**src/rtl/pipe_pkg.sv**
```systemverilog
// Shared sizing helpers and packed payload types for elastic pipeline chains.
package pipe_pkg;

  localparam int unsigned MAX_DEPTH = 8;
  localparam int unsigned XLEN      = 32;
  localparam int unsigned REG_IDX_W = 5;

  // Occupancy counts up to DEPTH stages plus one skid entry.
  function automatic int unsigned occ_width(input int unsigned depth);
    return $clog2(depth + 2);
  endfunction

  typedef struct packed {
    logic [XLEN-1:0] pc;
    logic [XLEN-1:0] instr;
  } if_id_t;

  typedef struct packed {
    logic [XLEN-1:0]      pc;
    logic [XLEN-1:0]      rs1_val;
    logic [XLEN-1:0]      rs2_val;
    logic [XLEN-1:0]      imm;
    logic [REG_IDX_W-1:0] rd;
  } id_ex_t;

endpackage

```
**src/rtl/pipe_skid_buf.sv**
```systemverilog
// One-entry input skid buffer; lets in_ready come from a flop instead of the ready chain.
module pipe_skid_buf
  import pipe_pkg::*;
#(
  parameter int unsigned WIDTH = 32
) (
  input  logic             clock,
  input  logic             reset,
  input  logic             in_valid,
  output logic             in_ready,
  input  logic [WIDTH-1:0] in_data,
  input  logic             flush,
  input  logic             stage_ready,
  output logic             src_valid_c,
  output logic [WIDTH-1:0] src_data_c,
  output logic             skid_valid_nxt_c
);

  logic             skid_v;
  logic [WIDTH-1:0] skid_d;
  logic             park;

  assign in_ready    = ~skid_v;
  assign src_valid_c = skid_v | in_valid;
  assign src_data_c  = skid_v ? skid_d : in_data;

  // Park the accepted payload only when stage 0 cannot take it directly.
  assign park = in_valid & ~skid_v & ~stage_ready;

  always_comb begin
    skid_valid_nxt_c = skid_v;
    if (flush) begin
      skid_valid_nxt_c = 1'b0;
    end else if (skid_v && stage_ready) begin
      skid_valid_nxt_c = 1'b0;
    end else if (park) begin
      skid_valid_nxt_c = 1'b1;
    end
  end

  always_ff @(posedge clock or negedge reset) begin
    if (!reset) begin
      skid_v <= 1'b0;
      skid_d <= '0;
    end else begin
      skid_v <= skid_valid_nxt_c;
      if (park) begin
        skid_d <= in_data;
      end
    end
  end

endmodule

```
**src/rtl/pipe_elastic_chain.sv**
```systemverilog
// Elastic DEPTH-stage payload register chain with valid/ready, bubble collapsing,
// per-stage flush and an optional registered-ready input skid buffer.
module pipe_elastic_chain
  import pipe_pkg::*;
#(
  parameter int unsigned WIDTH     = 32,
  parameter int unsigned DEPTH     = 1,
  parameter bit          REG_READY = 1'b0
) (
  input  logic                          clock,
  input  logic                          reset,
  input  logic                          in_valid,
  output logic                          in_ready,
  input  logic [WIDTH-1:0]              in_data,
  output logic                          out_valid,
  input  logic                          out_ready,
  output logic [WIDTH-1:0]              out_data,
  input  logic [DEPTH-1:0]              flush,
  output logic [occ_width(DEPTH)-1:0]   occupancy
);

  localparam int unsigned OCC_W = occ_width(DEPTH);

  logic [DEPTH-1:0] v;
  logic [DEPTH-1:0] v_nxt;
  logic [DEPTH-1:0] rdy;
  logic [DEPTH-1:0] ld;
  logic [DEPTH-1:0] src_v;
  logic [WIDTH-1:0] d     [DEPTH];
  logic [WIDTH-1:0] src_d [DEPTH];
  logic             src0_valid;
  logic [WIDTH-1:0] src0_data;
  logic             skid_v_nxt;
  logic [OCC_W-1:0] occ_nxt;

  if (REG_READY) begin : g_skid
    pipe_skid_buf #(.WIDTH(WIDTH)) u_skid (
      .clock            (clock),
      .reset            (reset),
      .in_valid         (in_valid),
      .in_ready         (in_ready),
      .in_data          (in_data),
      .flush            (flush[0]),
      .stage_ready      (rdy[0]),
      .src_valid_c      (src0_valid),
      .src_data_c       (src0_data),
      .skid_valid_nxt_c (skid_v_nxt)
    );
  end else begin : g_direct
    assign in_ready   = rdy[0];
    assign src0_valid = in_valid;
    assign src0_data  = in_data;
    assign skid_v_nxt = 1'b0;
  end

  // A stage may load if it is empty or everything ahead of it moves.
  always_comb begin
    rdy[DEPTH-1] = out_ready | ~v[DEPTH-1];
    for (int i = int'(DEPTH) - 2; i >= 0; i--) begin
      rdy[i] = rdy[i+1] | ~v[i];
    end
  end

  always_comb begin
    src_v[0] = src0_valid;
    src_d[0] = src0_data;
    for (int i = 1; i < int'(DEPTH); i++) begin
      src_v[i] = v[i-1];
      src_d[i] = d[i-1];
    end
  end

  // Flush wins over both hold and load.
  always_comb begin
    v_nxt = v;
    ld    = '0;
    for (int i = 0; i < int'(DEPTH); i++) begin
      if (rdy[i]) begin
        v_nxt[i] = src_v[i];
        ld[i]    = src_v[i];
      end
      if (flush[i]) begin
        v_nxt[i] = 1'b0;
        ld[i]    = 1'b0;
      end
    end
  end

  always_comb begin
    occ_nxt = OCC_W'(skid_v_nxt);
    for (int i = 0; i < int'(DEPTH); i++) begin
      occ_nxt = occ_nxt + OCC_W'(v_nxt[i]);
    end
  end

  always_ff @(posedge clock or negedge reset) begin
    if (!reset) begin
      v         <= '0;
      occupancy <= '0;
    end else begin
      v         <= v_nxt;
      occupancy <= occ_nxt;
    end
  end

  always_ff @(posedge clock or negedge reset) begin
    if (!reset) begin
      for (int i = 0; i < int'(DEPTH); i++) begin
        d[i] <= '0;
      end
    end else begin
      for (int i = 0; i < int'(DEPTH); i++) begin
        if (ld[i]) begin
          d[i] <= src_d[i];
        end
      end
    end
  end

  assign out_valid = v[DEPTH-1];
  assign out_data  = d[DEPTH-1];

endmodule
```
**config.mk**
```make
export PLATFORM = sky130hd
export DESIGN_NAME = pipe_elastic_chain
export DESIGN_NICKNAME = d
export VERILOG_FILES = /design/src/rtl/pipe_pkg.sv /design/src/rtl/pipe_skid_buf.sv /design/src/rtl/pipe_elastic_chain.sv
export SDC_FILE = /design/constraint.sdc
export NUM_CORES = 1
export LEC_CHECK = 0
export ABC_AREA = 0
export BUFFER_PORTS_ARGS = -buffer_cell sky130_fd_sc_hd__buf_2
export CAP_MARGIN = 40
export CORE_ASPECT_RATIO = 1.2
export CORE_MARGIN = 2
export CORE_UTILIZATION = 46
export DETAILED_ROUTE_END_ITERATION = 8
export PLACE_DENSITY = 0.83
export SLEW_MARGIN = 30
export SYNTH_ARGS = -nofsm -noshare
export SYNTH_HDL_FRONTEND = slang
export SYNTH_SLANG_ARGS = --single-unit
```
**constraint.sdc**
```tcl
create_clock -name clock -period 2.6 [get_ports clock]
set_clock_uncertainty 0.1 [all_clocks]
set_input_delay 0.13 -clock clock [delete_from_list [all_inputs] [get_ports clock]]
set_output_delay 0.13 -clock clock [all_outputs]
set_load 0.02 [all_outputs]
```
### Yosys cells after proc, flatten, opt, wreduce, memory -nomap -nowiden

Cells that the tools add are included.

* output and inout bits: 36
* input bits: 37
* bits in registers: 33
* word-level logic and storage cells: 9

* reductions and logical operators: 1
* bitwise logic cells: 2
* multiplexer cells: 4

Operators by type and width (number)
* 1-bit two-way mux: 4
* 2-bit nonzero test: 1
* 1-bit inverter: 1
* 1-bit OR: 1

### Longest topological paths before layout

Gate-level depths: netlist (run 1).

* depth after elaboration: 4
* depth in mapped cells: 4
* depth with buffers taken out: 3

### Worst setup path before layout (run 1)

Ideal clock, no wire load.

* kind: reg2reg
* start point: register, netlist name occupancy[0]
* end point: register d (netlist bit out_data[0])
* data required time: 2375 ps
* library setup time: 125 ps
* path buffers: 1
* arrival time: 1400 ps
* path slack: 975 ps
* stages on the path, launching flop included: 5
* clock period less this slack: 1625 ps
* cells stage by stage: dfrtp_1 nor2b_4 nor3b_4 buf_6 mux2_2

RTL lines
* end signal, assigned by index: line pipe_elastic_chain.sv:114 `d[i] <= src_d[i];`
* end, declared: line pipe_elastic_chain.sv:29 `logic [WIDTH-1:0] d [DEPTH];`

==> flow_metrics.env, run 1 <==
export IMPL_swShare_pct=30.9
export IMPL_start_util_pct=46.9
export IMPL_coreArea_mm2=0.00273
export IMPL_cts_sinks=33
export IMPL_p_int_uw=942
export IMPL_cp_slowest_stage_delay_ps=400
export IMPL_drive_above_1_share_pct=61.5
export IMPL_vias=1025
export IMPL_nNetsFinal=223
export IMPL_synth_warnings=0
export IMPL_hold_violations=0
export IMPL_min_period_over_period_pct=61.8
export IMPL_grt_use_total_pct=21.2
export IMPL_grt_antenna_before_repair=0
export IMPL_fin_setup_tns_ps=0
export IMPL_final_cell_mix="buf_2 (71), dlygate4sd3_1 (35), dfrtp_1 (33)"
export IMPL_rsz0062_at_grt="false"
export IMPL_cp_max_fo=19
export IMPL_dieArea_mm2=0.00323
export IMPL_cts_root_buf="clkbuf_4"
export IMPL_slowest_stage="dfrtp_1"
export IMPL_drtAntennaViolNets=0
export IMPL_startpoint_type="register"
export IMPL_power_switching_uw=420
export IMPL_crit_arrival_ps=1730
export IMPL_final_common_cell="buf_2"
export IMPL_cts_path_max_buffers=2
export IMPL_fin_crit_ps=1610
export IMPL_synthToLayoutAreaGrowth_pct=61.2
export IMPL_worst_slack_ps=994
export IMPL_hpwl_mm=1.80
export IMPL_rows=21
export IMPL_p_per_area_mw_per_mm2=659
export IMPL_die_w_um=52.2
export IMPL_fmax_ghz=0.623
export IMPL_status="completed"
export IMPL_worstPathCellList="nor2b_4, nor3b_4, buf_4, mux2_2"
export IMPL_io_buffers=71
export IMPL_syn_area_mm2=0.00128
export IMPL_htreeDepth=2
export IMPL_finalMaxSlewViolations=0
export IMPL_synth_seq_cells=33
export IMPL_worst_setup_path_type="register to register"
export IMPL_tightest_slew_ps=714
export IMPL_worstHoldPathType="input pin to async pin"
export IMPL_dp_cells=178
export IMPL_die_h_um=61.8
export IMPL_setup_viol=0
export IMPL_clkLatencyLatePin_ps=340
export IMPL_numCtsBuffers=5
export IMPL_grt_pass1_wl_mm=4.70
export IMPL_clockPowerShare_pct=23.9
export IMPL_critPathTopFamily="flip-flops"
export IMPL_cts_clk_slew_worst_paths_ps=100
export IMPL_yosys_area_top_type_share_pct=64.4
export IMPL_io_pins=73
export IMPL_place_ws_ps=1010
export IMPL_syn_nets=113
export IMPL_final_core_util_pct=75.6
export IMPL_gr_total_overflow=0
export IMPL_synth_cell_types=9
export IMPL_post_drt_wl_per_cell_um=14.1
export IMPL_ys_seq_area_share_pct=64.4
export IMPL_synthCells=76
export IMPL_instances_no_fill=221
export IMPL_cap_violations=0
export IMPL_first_global_vias=1080
export IMPL_drtIter0Drc=14
export IMPL_required_ps=2720
export IMPL_grt_max_degree=34
export IMPL_combPwrFrac_pct=28.9
export IMPL_peakVddDrop_uv=468
export IMPL_worst_path_buf_inv=1
export IMPL_routabilityCongestion=0.627
export IMPL_first_pass_iters=4
export IMPL_vias_per_cell=4.64
export IMPL_cts_tree="built"
export IMPL_avgSynthCellArea_um2=16.9
export IMPL_drt_total_wl_mm=3.12
export IMPL_relSlewSlack_pct=52.4
export IMPL_netlist_top_cells_area="dfrtp_1 (64%), mux2_2 (28%), buf_6 (2.6%)"
export IMPL_drc_errors=0
export IMPL_synth_largest_area_cell="dfrtp_1"
export IMPL_power_leakage_uw=0.00101
export IMPL_antenna_cells=0
export IMPL_p_seq_share_pct=47.2
export IMPL_worstSetupEndpointType="register"
-- power groups by stage --
stage               Clock [uW]  Combinational, uW  Sequential (uW)
floorplan                    0                105              759
global placement             0                344              645
detailed placement           0                354              650
CTS                        339                394              640
global route               361                422              653
finish                     326                394              643
-- synthesized netlist by cell type --
library cell	count
dfrtp_1	33
mux2_2	32
buf_6	3
buf_4	2
nor2_1	2
conb_1	1
inv_1	1
nor2b_4	1
nor3b_4	1
-- per-layer routing --
| layer | vias up | track usage [%] | share of wire [%] |
|---|---|---|---|
| li1 | 477 | - | - |
| met1 | 490 | 20.4 | 35 |
| met2 | 50 | 39.2 | 57 |
| met3 | 8 | 8.37 | 6.7 |
| met4 | 0 | 10.6 | 1.7 |
| met5 | - | 0 | 0 |
-- state kept, by name (all words and copies together), names as in the netlist --
name / flops
out_data: 32
occupancy: 1
-- final cells by class --
class                           instances  area [um2]
Clock buffer                            7        65.1
Clock inverter                          1        5.00
Fill cell                             188         666
Inverter                                1        3.75
Multi-Input combinational cell         37         404
Sequential cell                        33         826
Tap cell                               34        42.5
Timing Repair Buffer                  108         721
-- final timing paths --
path | slack [ps] | from | cells past startpoint | end
hold / removal | 280 | reset | 2 | occupancy[0]
max in group asynchronous | 1650 | reset | 2 | out_data[19]
setup / recovery | 990 | occupancy[0] | 4 | out_data[31]
min in group clock | 380 | in_valid | 4 | out_data[9]
hold reg to reg | 410 | out_data[13] | 1 | out_data[13]
setup reg to reg | 990 | occupancy[0] | 4 | out_data[31]
-- repair_timing --
action | in CTS | in global routing
buffers inserted | 0 | 0
endpoints found under the hold margin | 66 | 0
gates resized for setup | 0 | 0
hold buffers | 35 | 0
-- metrics by stage --
| stage | instance area (um2) | total power [uW] | hold WS (ps) |
|---|---|---|---|
| after detailed placement | 1650 | 1000 | 123 |
| after global routing | 2070 | 1440 | 313 |
| after CTS | 2070 | 1370 | 277 |
| final | 2070 | 1360 | 279 |
| after global placement | 1650 | 988 | 104 |
| after floorplan | 1280 | 864 | -266 |
-- worst register-to-register path, stage by stage (launching register included) --
cell,delay [ps]
dfrtp_1,400
nor2b_4,140
nor3b_4,170
buf_4,290
mux2_2,390
-- logic make-up after synthesis --
logic type | count (synthesis) | share of synthesized area [%]
and+or+nand+nor | 4 | 3.12
other | 1 | 0.292
DFF | 33 | 64.4
buffers and inverters | 6 | 4.10
muxes | 32 | 28.1
No activity file was read; power rests on OpenSTA's default activity.
==> run 2: changes to the inputs <==
- CORE_UTILIZATION: 46 -> 43
- PLACE_DENSITY: 0.83 -> 0.78
- clock period: 2.6 -> 1.55 ns (I/O delays scaled with it)
==> run 2 against run 1 <==
Net effect:
- the run now ends with negative setup slack left
- first-iteration DRC count increased by 36%
- maximum frequency increased by 0.12%
- wire length decreased by 2.5%
- register-to-register slack got worse by 1000 ps
- combinational power increased by 72%
- final cell count increased by 0.90%
- hold slack got worse by 46 ps
- non-clock buffer count increased by 2
- largest cell class unchanged
==> flow_metrics.env, run 2 (synthesis gave the netlist of run 1 again) <==
export IMPL_status="finished with violations"
export IMPL_violations="negative setup slack"
export IMPL_first_pass_iters=4
export IMPL_gr_total_overflow=0
export IMPL_grt_pass1_wl_mm=4.80
export IMPL_htreeDepth=2
export IMPL_io_pins=73
export IMPL_rows=21
export IMPL_nNetsFinal=225
export IMPL_critPathTopFamily="flip-flops"
export IMPL_worst_path_buf_inv=1
export IMPL_setup_viol=29
export IMPL_regToRegSetupSlack_ps=-50
export IMPL_synthToLayoutAreaGrowth_pct=62.2
export IMPL_p_per_area_mw_per_mm2=1050
export IMPL_multi_input_area_um2=415
export IMPL_routabilityCongestion=0.667
export IMPL_start_util_pct=45.6
export IMPL_peakVddDrop_uv=829
export IMPL_rr_endpoint="out_data[6]"
export IMPL_cts_clk_slew_worst_paths_ps=90
export IMPL_drt_total_wl_mm=3.04
export IMPL_instances_no_fill=223
export IMPL_power_leakage_uw=0.00102
export IMPL_dp_cells=179
export IMPL_worst_setup_path_type="register to register"
export IMPL_drtAntennaViolNets=0
export IMPL_holdWs_ps=233
export IMPL_cp_startpoint="occupancy[0]"
export IMPL_dieArea_mm2=0.00344
export IMPL_min_period_over_period_pct=103
export IMPL_required_ps=1650
export IMPL_tightest_slew_ps=700
export IMPL_grt_max_degree=34
export IMPL_hold_violations=0
export IMPL_worstSetupEndpointType="register"
export IMPL_antenna_cells=0
export IMPL_final_common_cell="buf_2"
export IMPL_cts_root_buf="clkbuf_4"
export IMPL_grt_antenna_before_repair=0
export IMPL_drtIter0Drc=19
export IMPL_fmax_ghz=0.623
export IMPL_regArea_um2=827
export IMPL_cap_violations=0
export IMPL_cp_num_cells=4
export IMPL_grt_use_total_pct=19.5
export IMPL_cts_sinks=33
export IMPL_first_global_vias=1119
export IMPL_cp_max_fo=14
export IMPL_vias_per_cell=4.55
export IMPL_io_buffers=71
export IMPL_rsz0062_at_grt="true"
export IMPL_die_h_um=63.8
export IMPL_largest_reg_flops=32
export IMPL_fin_crit_ps=1600
export IMPL_slowest_stage="dfrtp_2"
export IMPL_fill_cells=180
export IMPL_final_core_util_pct=74.0
export IMPL_relSlewSlack_pct=53.3
export IMPL_numCtsBuffers=5
export IMPL_rr_worst_depth=4
export IMPL_worstHoldPathType="input pin to async pin"
export IMPL_worstPathCellList="nor2b_4, nor3b_4, buf_6, mux2_2"
export IMPL_post_drt_wl_per_cell_um=13.6
export IMPL_reg2reg_from="occupancy[0]"
export IMPL_cp_slowest_stage_delay_ps=420
export IMPL_clkLatencyLatePin_ps=310
export IMPL_cts_tree="built"
export IMPL_cts_path_max_buffers=2
export IMPL_crit_arrival_ps=1710
export IMPL_drive_above_1_share_pct=60.8
export IMPL_hpwl_mm=1.85
export IMPL_worst_slack_ps=-54.1
export IMPL_finalMaxSlewViolations=0
export IMPL_drc_errors=0
export IMPL_startpoint_type="register"
export IMPL_place_ws_ps=-33.7
export IMPL_vias=1014
export IMPL_coreArea_mm2=0.00281
export IMPL_final_cell_mix="buf_2 (71), dlygate4sd3_1 (35), dfrtp_1 (32)"
export IMPL_die_w_um=53.9
## run 2: timing repair
item / in CTS / in global routing
resized for setup: 1 / 5
endpoints found under the setup margin: 29 / 27
hold buffers: 35 / 0
endpoints found under the hold margin: 66 / 0
setup buffers: 2 / 0
pin swaps: 1 / 1
gates cloned: 1 / 0
## run 2: per-stage QoR
| step | setup TNS (ps) | total power, uW | area [um2] |
|---|---|---|---|
| 2_1_floorplan | -2060 | 1450 | 1280 |
| 3_3_place_gp | 0 | 1670 | 1670 |
| 3_5_place_dp | -605 | 1690 | 1670 |
| 4_1_cts | -896 | 2210 | 2110 |
| 5_1_grt | -2740 | 2310 | 2080 |
| 6_report | -1030 | 2180 | 2080 |
## run 2: routing by layer
metal / vias up / part of all wire, % / global-route usage (%) / routed length [um]
met2: 47 / 52 / 32.6 / 1580
met4: 0 / 1.3 / 6.73 / 38
met5: - / 0 / 0 / 0
li1: 484 / - / - / -
met1: 479 / 38 / 21.6 / 1160
met3: 4 / 8.3 / 7.94 / 252
## run 2: area by class of cell
class                      count  area share (%)
timing repair buffer         110            35.7
tap                           34            2.04
inverter                       1           0.180
multi-input combinational     37            20.0
sequential                    33            39.7
clock buffer                   8            2.35
## run 2: worst max-delay path by stage
stage,end
6_report,out_data[6]
5_1_grt,out_data[6]
4_1_cts,out_data[6]
3_5_place_dp,out_data[6]
3_3_place_gp,out_data[24]
2_1_floorplan,out_data[0]
## run 2: where the power goes
part           switching [uW]  internal (uW)  total [uW]
registers                68.5           1000        1070
clock network             253            181         434
logic                     351            327         678
total                     672           1510        2180
==> run 3: changes to the inputs <==
- BUFFER_PORTS_ARGS: -buffer_cell sky130_fd_sc_hd__buf_2 -> -buffer_cell sky130_fd_sc_hd__clkbuf_2
==> run 3 against run 2 <==
Net effect:
- the flow still finishes with violations (negative setup slack)
- hold slack got worse by 130 ps
- via count rose by 3.1%
- clock-buffer cell count did not move
- global-route usage rose by 0.25 points
- sequential power barely moved
- final cell count rose by 1.8%
- maximum frequency fell by 5.2%
- core utilization rose by 2.9 points
- design area rose by 3.9%
- setup slack got worse by 87 ps
- combinational power rose by 3.1%
- critical endpoint is now out_data[4]
- largest cell class is now buffers
==> flow_metrics.env, run 3 (synthesis gave the netlist of run 1 again) <==
export IMPL_drc_errors=0
export IMPL_required_ps=1660
export IMPL_grt_use_met3_pct=5.84
export IMPL_startpoint_type="register"
export IMPL_routabilityCongestion=0.668
export IMPL_worstHoldPathType="input pin to async pin"
export IMPL_fin_crit_ps=1690
export IMPL_setup_viol=32
export IMPL_total_power_uw=2220
export IMPL_final_cell_mix="clkbuf_2 (71), dlygate4sd3_1 (35), mux2_2 (32), dfrtp_1 (32), clkbuf_4 (5)"
export IMPL_nNetsFinal=229
export IMPL_first_global_vias=1108
export IMPL_grt_antenna_before_repair=0
export IMPL_fmax_ghz=0.591
export IMPL_place_ws_ps=-30.2
export IMPL_cts_path_max_buffers=2
export IMPL_die_w_um=53.9
export IMPL_coreArea_mm2=0.00281
export IMPL_cts_tree="built"
export IMPL_io_pins=73
export IMPL_grt_use_total_pct=19.7
export IMPL_violations="negative setup slack"
export IMPL_clkLatencyLatePin_ps=320
export IMPL_die_h_um=63.8
export IMPL_power_leakage_uw=0.00106
export IMPL_drive_above_1_share_pct=61.7
export IMPL_cts_root_buf="clkbuf_4"
export IMPL_worstSetupEndpointType="register"
export IMPL_regArea_um2=827
export IMPL_vias_per_cell=4.60
export IMPL_peakVddDrop_uv=814
export IMPL_cp_max_fo=7
export IMPL_gr_total_overflow=0
export IMPL_grt_busiest_layer="met2"
export IMPL_cts_sinks=33
export IMPL_status="finished with violations"
export IMPL_fill_cells=165
export IMPL_drt_total_wl_mm=3.36
export IMPL_final_common_cell="clkbuf_2"
export IMPL_io_buffers=71
export IMPL_met2_usage_pct=33.2
export IMPL_worst_slack_ps=-141
export IMPL_largest_reg_flops=32
export IMPL_multi_input_area_um2=404
export IMPL_hpwl_mm=1.83
export IMPL_antenna_cells=0
export IMPL_dieArea_mm2=0.00344
export IMPL_hold_violations=0
export IMPL_crit_arrival_ps=1800
export IMPL_finalMaxSlewViolations=0
export IMPL_rsz0062_at_grt="true"
export IMPL_cts_clk_slew_worst_paths_ps=90
export IMPL_final_core_util_pct=76.9
export IMPL_worst_setup_path_type="register to register"
export IMPL_grt_max_degree=34
export IMPL_cap_violations=0
export IMPL_grt_pass1_wl_mm=4.78
export IMPL_synthToLayoutAreaGrowth_pct=68.6
export IMPL_rows=21
export IMPL_vias=1045
export IMPL_htreeDepth=2
export IMPL_post_drt_wl_per_cell_um=14.8
export IMPL_drtAntennaViolNets=0
export IMPL_drtIter0Drc=14
export IMPL_min_period_over_period_pct=109
export IMPL_start_util_pct=45.6
export IMPL_first_pass_iters=4
export IMPL_grtUsageMet1_pct=22.3
export IMPL_numCtsBuffers=5
export IMPL_p_per_area_mw_per_mm2=1030
==> run 3: cell types whose count changed in the layout (fill, tap and decap cells not counted), sizes merged <==
cell / delta
clkbuf: +72
buf: -68
==> run 3: cell type report <==
class	instances	area share, %
Multi-Input combinational cell	37	18.7
Inverter	1	0.174
Tap cell	34	1.97
Timing Repair Buffer	114	38.7
Sequential cell	33	38.3
Clock buffer	8	2.26
==> run 3: timing repair <==
| action | in CTS | in global routing |
|---|---|---|
| setup buffers | 3 | 0 |
| hold buffers | 35 | 0 |
| gates resized for setup | 1 | 0 |
| setup endpoints to repair | 28 | 32 |
| cloned | 1 | 1 |
| pin swaps | 1 | 0 |
| hold endpoints to repair | 66 | 0 |
==> run 3: power by group <==
group	internal [uW]	switching, uW	leakage [uW]
clock	181	260	0.0000265
combinational	340	359	0.000647
sequential	1000	77.8	0.000388
==> run 3: worst max-delay path: stages (launching register included) <==
cell	delay, ps
dfrtp_2	420
nor2b_4	150
nor3b_4	250
buf_4	190
clkbuf_16	150
mux2_2	330
==> run 3: final timing paths <==
path / from / to / slack (ps) / cells past startpoint
max in group asynchronous: reset / occupancy[0] / 830 / 3
min in group clock: in_valid / out_data[20] / 340 / 4
min: reset / out_data[29] / 100 / 2
max: occupancy[0] / out_data[4] / -140 / 5
max reg2reg: occupancy[0] / out_data[4] / -140 / 5
min reg2reg: out_data[21] / out_data[21] / 410 / 1
==> run 3: metal layers <==
layer	routed length, um	share of wire [%]	up-vias
li1	-	-	491
met1	1170	35	502
met2	1910	57	47
met3	237	7.0	5
met4	49	1.5	0
met5	0	0	-
==> run 3: through the flow <==
stage          TNS, ps  cells  cell area [um2]  hold WS, ps
4_1_cts           -864    225             2110          273
2_1_floorplan    -2060     76             1280         -318
3_3_place_gp         0    179             1670         78.2
6_report         -3230    227             2160         98.8
5_1_grt          -4620    227             2160         85.2
3_5_place_dp      -510    179             1670         98.8
